[config.mk]
export PLATFORM = sky130hd
export DESIGN_NAME = imem_loader
export DESIGN_NICKNAME = d
export VERILOG_FILES = /design/src/rtl/imem_loader.sv
export SDC_FILE = /design/constraint.sdc
export NUM_CORES = 1
export LEC_CHECK = 0
export BUFFER_PORTS_ARGS = -buffer_cell sky130_fd_sc_hd__buf_2
export CAP_MARGIN = 20
export CORE_MARGIN = 3
export CORE_UTILIZATION = 55
export CTS_CLUSTER_SIZE = 24
export DETAILED_ROUTE_END_ITERATION = 10
export GPL_TIMING_DRIVEN = 0
export PLACE_DENSITY = 0.8
export SETUP_SLACK_MARGIN = 0.3
export SLEW_MARGIN = 25
export SYNTH_ARGS = -nofsm -noshare
export SYNTH_HDL_FRONTEND = slang
export SYNTH_SLANG_ARGS = --single-unit
[constraint.sdc]
create_clock -name clk -period 2.6 [get_ports clk]
set_input_delay 0.26 -clock clk [delete_from_list [all_inputs] [get_ports clk]]
set_output_delay 0.26 -clock clk [all_outputs]
set_load 0.02 [all_outputs]
[src/rtl/imem_loader.sv]
// imem_loader: boot-time instruction-memory writer.
// Receives a length-prefixed big-endian byte stream and writes 32-bit words to
// consecutive word addresses starting at 0. The CPU is held in reset until the
// whole program has been written.
module imem_loader #(
    parameter int unsigned ADDR_W = 8
) (
    input  logic        clk,
    input  logic        rst,
    input  logic        in_valid,
    input  logic [7:0]  in_data,
    output logic        in_ready,
    output logic        imem_we,
    output logic [31:0] imem_addr,
    output logic [31:0] imem_wdata,
    output logic        cpu_hold,
    output logic        done,
    output logic        error
);

    localparam int unsigned IDX_W = ADDR_W + 1;
    localparam int unsigned CAP   = 1 << ADDR_W;

    typedef enum logic [2:0] {
        S_LEN_HI,
        S_LEN_LO,
        S_DATA,
        S_FLUSH,
        S_DONE,
        S_ERR
    } state_t;

    state_t             state;
    logic [15:0]        len;
    logic [23:0]        shift_q;
    logic [1:0]         byte_cnt;
    logic [IDX_W-1:0]   word_idx;

    logic               accept_c;
    logic [15:0]        len_full_c;
    logic               last_word_c;

    // Handshake and frame-position decodes.
    assign accept_c    = in_valid && in_ready;
    assign len_full_c  = {len[15:8], in_data};
    assign last_word_c = (32'(word_idx) + 32'd1) == 32'(len);

    // Frame-parsing FSM with registered outputs; writes issue the cycle after the 4th byte.
    always_ff @(posedge clk) begin
        if (rst) begin
            state      <= S_LEN_HI;
            len        <= '0;
            shift_q    <= '0;
            byte_cnt   <= '0;
            word_idx   <= '0;
            in_ready   <= 1'b1;
            imem_we    <= 1'b0;
            imem_addr  <= '0;
            imem_wdata <= '0;
            cpu_hold   <= 1'b1;
            done       <= 1'b0;
            error      <= 1'b0;
        end else begin
            imem_we <= 1'b0;
            case (state)
                S_LEN_HI: begin
                    if (accept_c) begin
                        len[15:8] <= in_data;
                        state     <= S_LEN_LO;
                    end
                end
                S_LEN_LO: begin
                    if (accept_c) begin
                        len[7:0] <= in_data;
                        if (len_full_c == 16'd0) begin
                            state    <= S_DONE;
                            in_ready <= 1'b0;
                            done     <= 1'b1;
                            cpu_hold <= 1'b0;
                        end else if (32'(len_full_c) > CAP) begin
                            state    <= S_ERR;
                            in_ready <= 1'b0;
                            error    <= 1'b1;
                        end else begin
                            state <= S_DATA;
                        end
                    end
                end
                S_DATA: begin
                    if (accept_c) begin
                        byte_cnt <= byte_cnt + 2'd1;
                        if (byte_cnt == 2'd3) begin
                            imem_wdata <= {shift_q, in_data};
                            imem_addr  <= 32'({word_idx[ADDR_W-1:0], 2'b00});
                            imem_we    <= 1'b1;
                            word_idx   <= word_idx + IDX_W'(1);
                            if (last_word_c) begin
                                state    <= S_FLUSH;
                                in_ready <= 1'b0;
                            end
                        end else begin
                            shift_q <= {shift_q[15:0], in_data};
                        end
                    end
                end
                S_FLUSH: begin
                    state    <= S_DONE;
                    done     <= 1'b1;
                    cpu_hold <= 1'b0;
                end
                S_DONE, S_ERR: begin
                    state <= state;
                end
                default: begin
                    state <= S_LEN_HI;
                end
            endcase
        end
    end

endmodule

# ---- Word level (Yosys, flattened, before mapping)
# Cells that the tools add are included.
# W data, S select, Z words.
dict set report classes {
  mux 22
  n_bitwise 5
  n_lt_le_gt_ge 1
  n_reduce_logical 16
  addsub 3
  eq_ne 14
}
# operator n
set op_table {}
lappend op_table {{$mux W3} 7}
lappend op_table {{$eq A10 B16 Y1} 1}
lappend op_table {{$gt A16 B9 Y1 const B} 1}
lappend op_table {{$logic_not A16 Y1} 1}
lappend op_table {{$pmux W3 S5} 1}
lappend op_table {{$ne A2 B2 Y1 const B} 6}
lappend op_table {{$reduce_and A6 Y1} 2}
lappend op_table {{$mux W1} 11}
lappend op_table {{$add A9 B1 Y10 const B} 1}
lappend op_table {{$add A9 B1 Y9 const B} 1}
lappend op_table {{$reduce_and A3 Y1} 3}
lappend op_table {{$eq A3 B2 Y1 const B} 2}
lappend op_table {{$eq A3 B3 Y1 const B} 2}
lappend op_table {{$pmux W1 S2} 3}
lappend op_table {{$reduce_and A2 Y1} 3}
lappend op_table {{$not A1 Y1} 5}
lappend op_table {{$reduce_and A4 Y1} 1}
lappend op_table {{$reduce_bool A2 Y1} 2}
lappend op_table {{$eq A3 B1 Y1 const B} 1}
lappend op_table {{$logic_not A3 Y1} 1}
lappend op_table {{$ne A3 B3 Y1 const B} 1}
lappend op_table {{$reduce_or A3 Y1} 1}
lappend op_table {{$add A2 B1 Y2 const B} 1}
lappend op_table {{$eq A2 B2 Y1 const B} 1}
lappend op_table {{2 further kinds} 2}
dict set report totals {
  regBits 99
  elab_cells 74
  out_inout_bits 69
  in_bits 11
}

# ---- Longest topological paths before layout
dict set report depth {
  depth_word 6
  mapped_depth 8
  depth_no_buf 7
}

# ---- Worst setup path before layout
# Ideal clock, no wire load.
dict set report synth_path {
  path_type {register to register}
  from {register in_ready}
  to {register in_ready}
  required_time_ns 2.483
  period_less_slack_ns 1.893
  slack_ns 0.707
  setup_ns 0.117
  arrival_ns 1.776
  stages_incl_launch_ff 7
  path_buffers 1
  cell_sequence {dfxtp_1 -> nand2_1 -> nor2_1 -> nand3_1 -> clkbuf_1 -> a221o_1 -> o22a_1}
}
dict set report synth_via {
  elab_chain_cells 3
  word_cells_on_any_way 4
  classes_between {eq/ne: 2; reduce/logical: 2}
}
# item line_no
set synth_rtl {}
lappend synth_rtl {{from (decl)} 12} ;# output logic in_ready,
lappend synth_rtl {{from (signal assigned)} 56} ;# in_ready <= 1'b1;
lappend synth_rtl {{from (signal assigned)} 77} ;# in_ready <= 1'b0;
lappend synth_rtl {{from (signal assigned)} 82} ;# in_ready <= 1'b0;
lappend synth_rtl {{$logic_and A1 B1 Y1 (*)} 44} ;# assign accept_c = in_valid && in_ready;
lappend synth_rtl {{$ne A2 B2 Y1 (no line)} --}
lappend synth_rtl {{$reduce_and A6 Y1 (no line) (*)} --}
# Every way passes the cells marked *; elsewhere a longest branch is shown, timed or not.
# A chain may end at the register's enable or synchronous reset.

# ---- Worst setup path after layout
dict set report layout_path {
  from {register state[0]}
  to {register word_idx[8]}
}
dict set report layout_via {
  elab_chain_cells 2
}
# item line_no
set layout_rtl {}
lappend layout_rtl {{from (decl)} 33} ;# state_t state;
lappend layout_rtl {{from (signal assigned)} 112} ;# state <= state;
lappend layout_rtl {{$eq A3 B2 Y1} 65} ;# case (state)
lappend layout_rtl {{$reduce_and A3 Y1 (no line)} --}
lappend layout_rtl {{to (signal assigned)} 96} ;# word_idx <= word_idx + IDX_W'(1);
lappend layout_rtl {{to (decl)} 37} ;# logic [IDX_W-1:0] word_idx;
# Every way passes these cells.

==> qor.csv <==
metric,value,unit
RSZ-0062 raised after global routing,false,
final hold vios,0,
top_reg_cell synth,dfxtp_1,
Core Box Area,7020,um^2
Crit-path slowest cell,nor3_4,
Seq pwr share,0.507,
number of global-route vias before repair,3256,
clock latency on the worst-skew pair,360,ps
vias,3580,
Buffers on Ports,55,
Crit path max-delay family,simple AND/OR/NAND/NOR gates,
mux share of post-synthesis cell area,0.0415,
Total Routing Usage GR,0.227,
grt ovf,0,
Wirelength per Cell,13.8,um
Comb power frac,0.187,
Max Fclk,462,MHz
CTS clock-pin slew for the worst setup and hold paths,90,ps
Clock power frac,0.306,
setup TNS,0,ps
Crit path buffers/inverters,2,
CP Max Fanout,10,
adder-cell share of the synthesized area,0.00611,
Tmin final,2160,ps
"Seq/Total Area, Yosys",0.484,
cts bufs inserted,9,
"Slew Viols, Final",0,
wl on met1,4330,um
Psw,0.969,mW
largest net degree at the start of global routing,17,
first-pass GRT wire length,15500,um
largest family of logic cells by synthesized area,simple AND/OR/NAND/NOR gates,
Final nets,603,
Routability Congestion,0.866,
Crit Path Class,register to register,
IO Count,80,
CP Data Arrival Time,2450,ps
internal power of the cells,2.32,mW
critical path launch point,state[0],
metal3 WL,775,um
vias per cell,5.19,
hold_sp,in_data[1],
CTS tree,done,
Worst setup SP type,register,
flop and latch count out of synthesis,99,
MaxCap Viol Count,0,
Worst Hold Class,input port to register,
"Setup violations, final",0,
Layout area overhead,17.0,%
Worst EP required,2880,ps
xor-xnor portion of the synthesized cell area,0.0470,
Post-synth EDFFs,0,
worst vdd ir,0.449,mV
Post-Syn Area per Cell,8.18,um^2
simple-gate area share of the yosys netlist,0.220,
outcome,finished clean,
H-tree levels,3,
total die area,8520,um^2
die width,92.3,um
Net Sw Frac,0.295,
Worst path max stage delay,410,ps
Power Total,3.29,mW
DRC errors left,0,
placed instance count,675,
Async SR Flop Fraction,0,
Tcrit/Tclk final,0.832,
Slew @ Worst Pin,692,ps
Top Metal Used,met4,
count of cell types in the netlist,44,
Row Count,30,
synth warn,0,
antenna cells,0,
initial drt markers,210,
antenna-violating nets left,0,
DRT Pass-1 Iters,5,
slew margin rel.,0.535,
# fillers,581,
crit end category,register,
Synth Area in Compound Gates,0.119,
Post-Syn Instances,501,
initial antenna violation count,0,
sequence of cells on the critical path,clkbuf_1 > or3b_1 > buf_2 > nor3_4 > nand2_2 > or3_1 > a21oi_1,
Initial Util,0.584,
Die H,92.3,um
CTS root buf,clkbuf_8,
total leakage power,1.99,nW
share of cells above drive strength 1,0.194,
clock tree buffer depth,2,
Total Wirelength,9510,um
Post-Layout Cell Count,690,
power density over the cells,686,nW/um^2
FF-to-FF Start,state[0],
detailed placer's ending HPWL,6890,um
cell area after synthesis,4100,um^2
met2 wire len,4200,um
Layout Skew,8.30,ps
r2r setup slk,440,ps
Sink Count,99,
==> flip-flops by register name, summed over array words and instances (netlist names), 2 cells and up <==
register / cells
len: 16
word_idx: 9
imem_addr: 8
state: 3
shift_q: 24
imem_wdata: 32
byte_cnt: 2
==> cell usage after synthesis, drive strengths merged (2+ instances only) <==
library cell	number	area [um^2]
o21a	2	15.0
a31oi	3	18.8
ha	2	25.0
or3	3	18.8
xor2	9	78.8
o21ai	6	30.0
nand3b	2	15.0
nor4	6	43.8
clkbuf	24	91.3
nand4	7	43.8
dfxtp	99	1980
xnor2	13	114
nor3	5	41.3
nand2	138	521
nor2	34	130
inv	5	18.8
o211ai	2	15.0
or3b	2	17.5
mux2i	17	170
a21oi	69	345
buf	33	225
nand3	7	35.0
==> power by group through the flow <==
stage / logic (mW) / registers [mW] / clock network (mW)
after floorplan: 0.465 / 1.70 / 0
after global placement: 0.580 / 1.69 / 0
after detailed placement: 0.593 / 1.70 / 0
after CTS: 0.600 / 1.66 / 1.02
after global routing: 0.682 / 1.68 / 1.08
final: 0.615 / 1.67 / 1.01
==> tightest hold or removal path, stage by stage <==
cell,delay [ps]
buf_2,140
nand2_1,60
a21oi_1,50
==> logic make-up (layout without fill, tap and decap cells) <==
kind of cell / count (synthesis) / count (layout)
multiplexers: 17 / 17
XOR/XNOR: 22 / 22
adder cells (fa/ha/maj): 2 / 2
flip-flops: 99 / 99
other: 1 / 24
buffers and inverters: 62 / 132
AND/OR/NAND/NOR: 209 / 209
AO/OA/AOI/OAI: 89 / 89
==> final timing paths <==
path,depth (start not counted),endpoint
worst max-delay path,7,word_idx[8]
worst min-delay path,3,imem_wdata[1]
worst max register to register,7,word_idx[8]
worst min register to register,2,imem_wdata[24]
==> stage by stage <==
| step | utilization | setup slack [ps] | hold slack, ps | cell area (um^2) |
|---|---|---|---|---|
| finish | 0.683 | 436 | 189 | 4800 |
| detailed placement | 0.653 | 395 | 436 | 4580 |
| floorplan | - | 707 | 396 | 4190 |
| global placement | 0.653 | 394 | 432 | 4580 |
| global route | 0.683 | 312 | 193 | 4800 |
| CTS | 0.681 | 365 | 176 | 4780 |
==> routing by layer <==
| metal | GRT usage | vias up |
|---|---|---|
| li1 | - | 1782 |
| met1 | 0.316 | 1627 |
| met2 | 0.349 | 151 |
| met3 | 0.0520 | 20 |
| met4 | 0.0767 | 0 |
| met5 | 0 | - |
==> area by class of cell <==
cell class | count | area [um^2] | share of cell area
sequential | 99 | 1980 | 0.413
multi-input combinational | 363 | 1880 | 0.392
inverter | 5 | 18.8 | 0.00391
clock buffer | 10 | 138 | 0.0287
buffer | 57 | 320 | 0.0668
tap | 96 | 120 | 0.0250
clock inverter | 5 | 62.6 | 0.0130
timing repair buffer | 55 | 275 | 0.0574
==> cells in the final DEF, fill, tap and decap left out, drive strengths merged <==
cell type / n
nand3b: 2
dfxtp: 99
or3: 3
o22a: 1
and2: 1
bufinv: 1
a221o: 1
o211ai: 2
xor2: 9
nand3: 7
a31oi: 3
o21a: 2
clkinvlp: 1
nand2: 138
nor2b: 1
ha: 2
and3: 1
nor3: 5
o32a: 1
nor4: 6
or3b: 2
a21o: 1
buf: 88
o31a: 1
nor2: 34
conb: 24
inv: 6
or4b: 1
clkbuf: 34
xnor2: 13
clkinv: 2
nand4: 7
a21oi: 69
o21ai: 6
a2111oi: 1
mux2i: 17
o41ai: 1
and4: 1
==> timing repair <==
item	CTS	global route
hold buffers	0	0
buffers inserted	0	0
hold endpoints to repair	0	0
setup endpoints to repair	0	15
gates resized for setup	0	7
(Power assumes the default switching activity.)
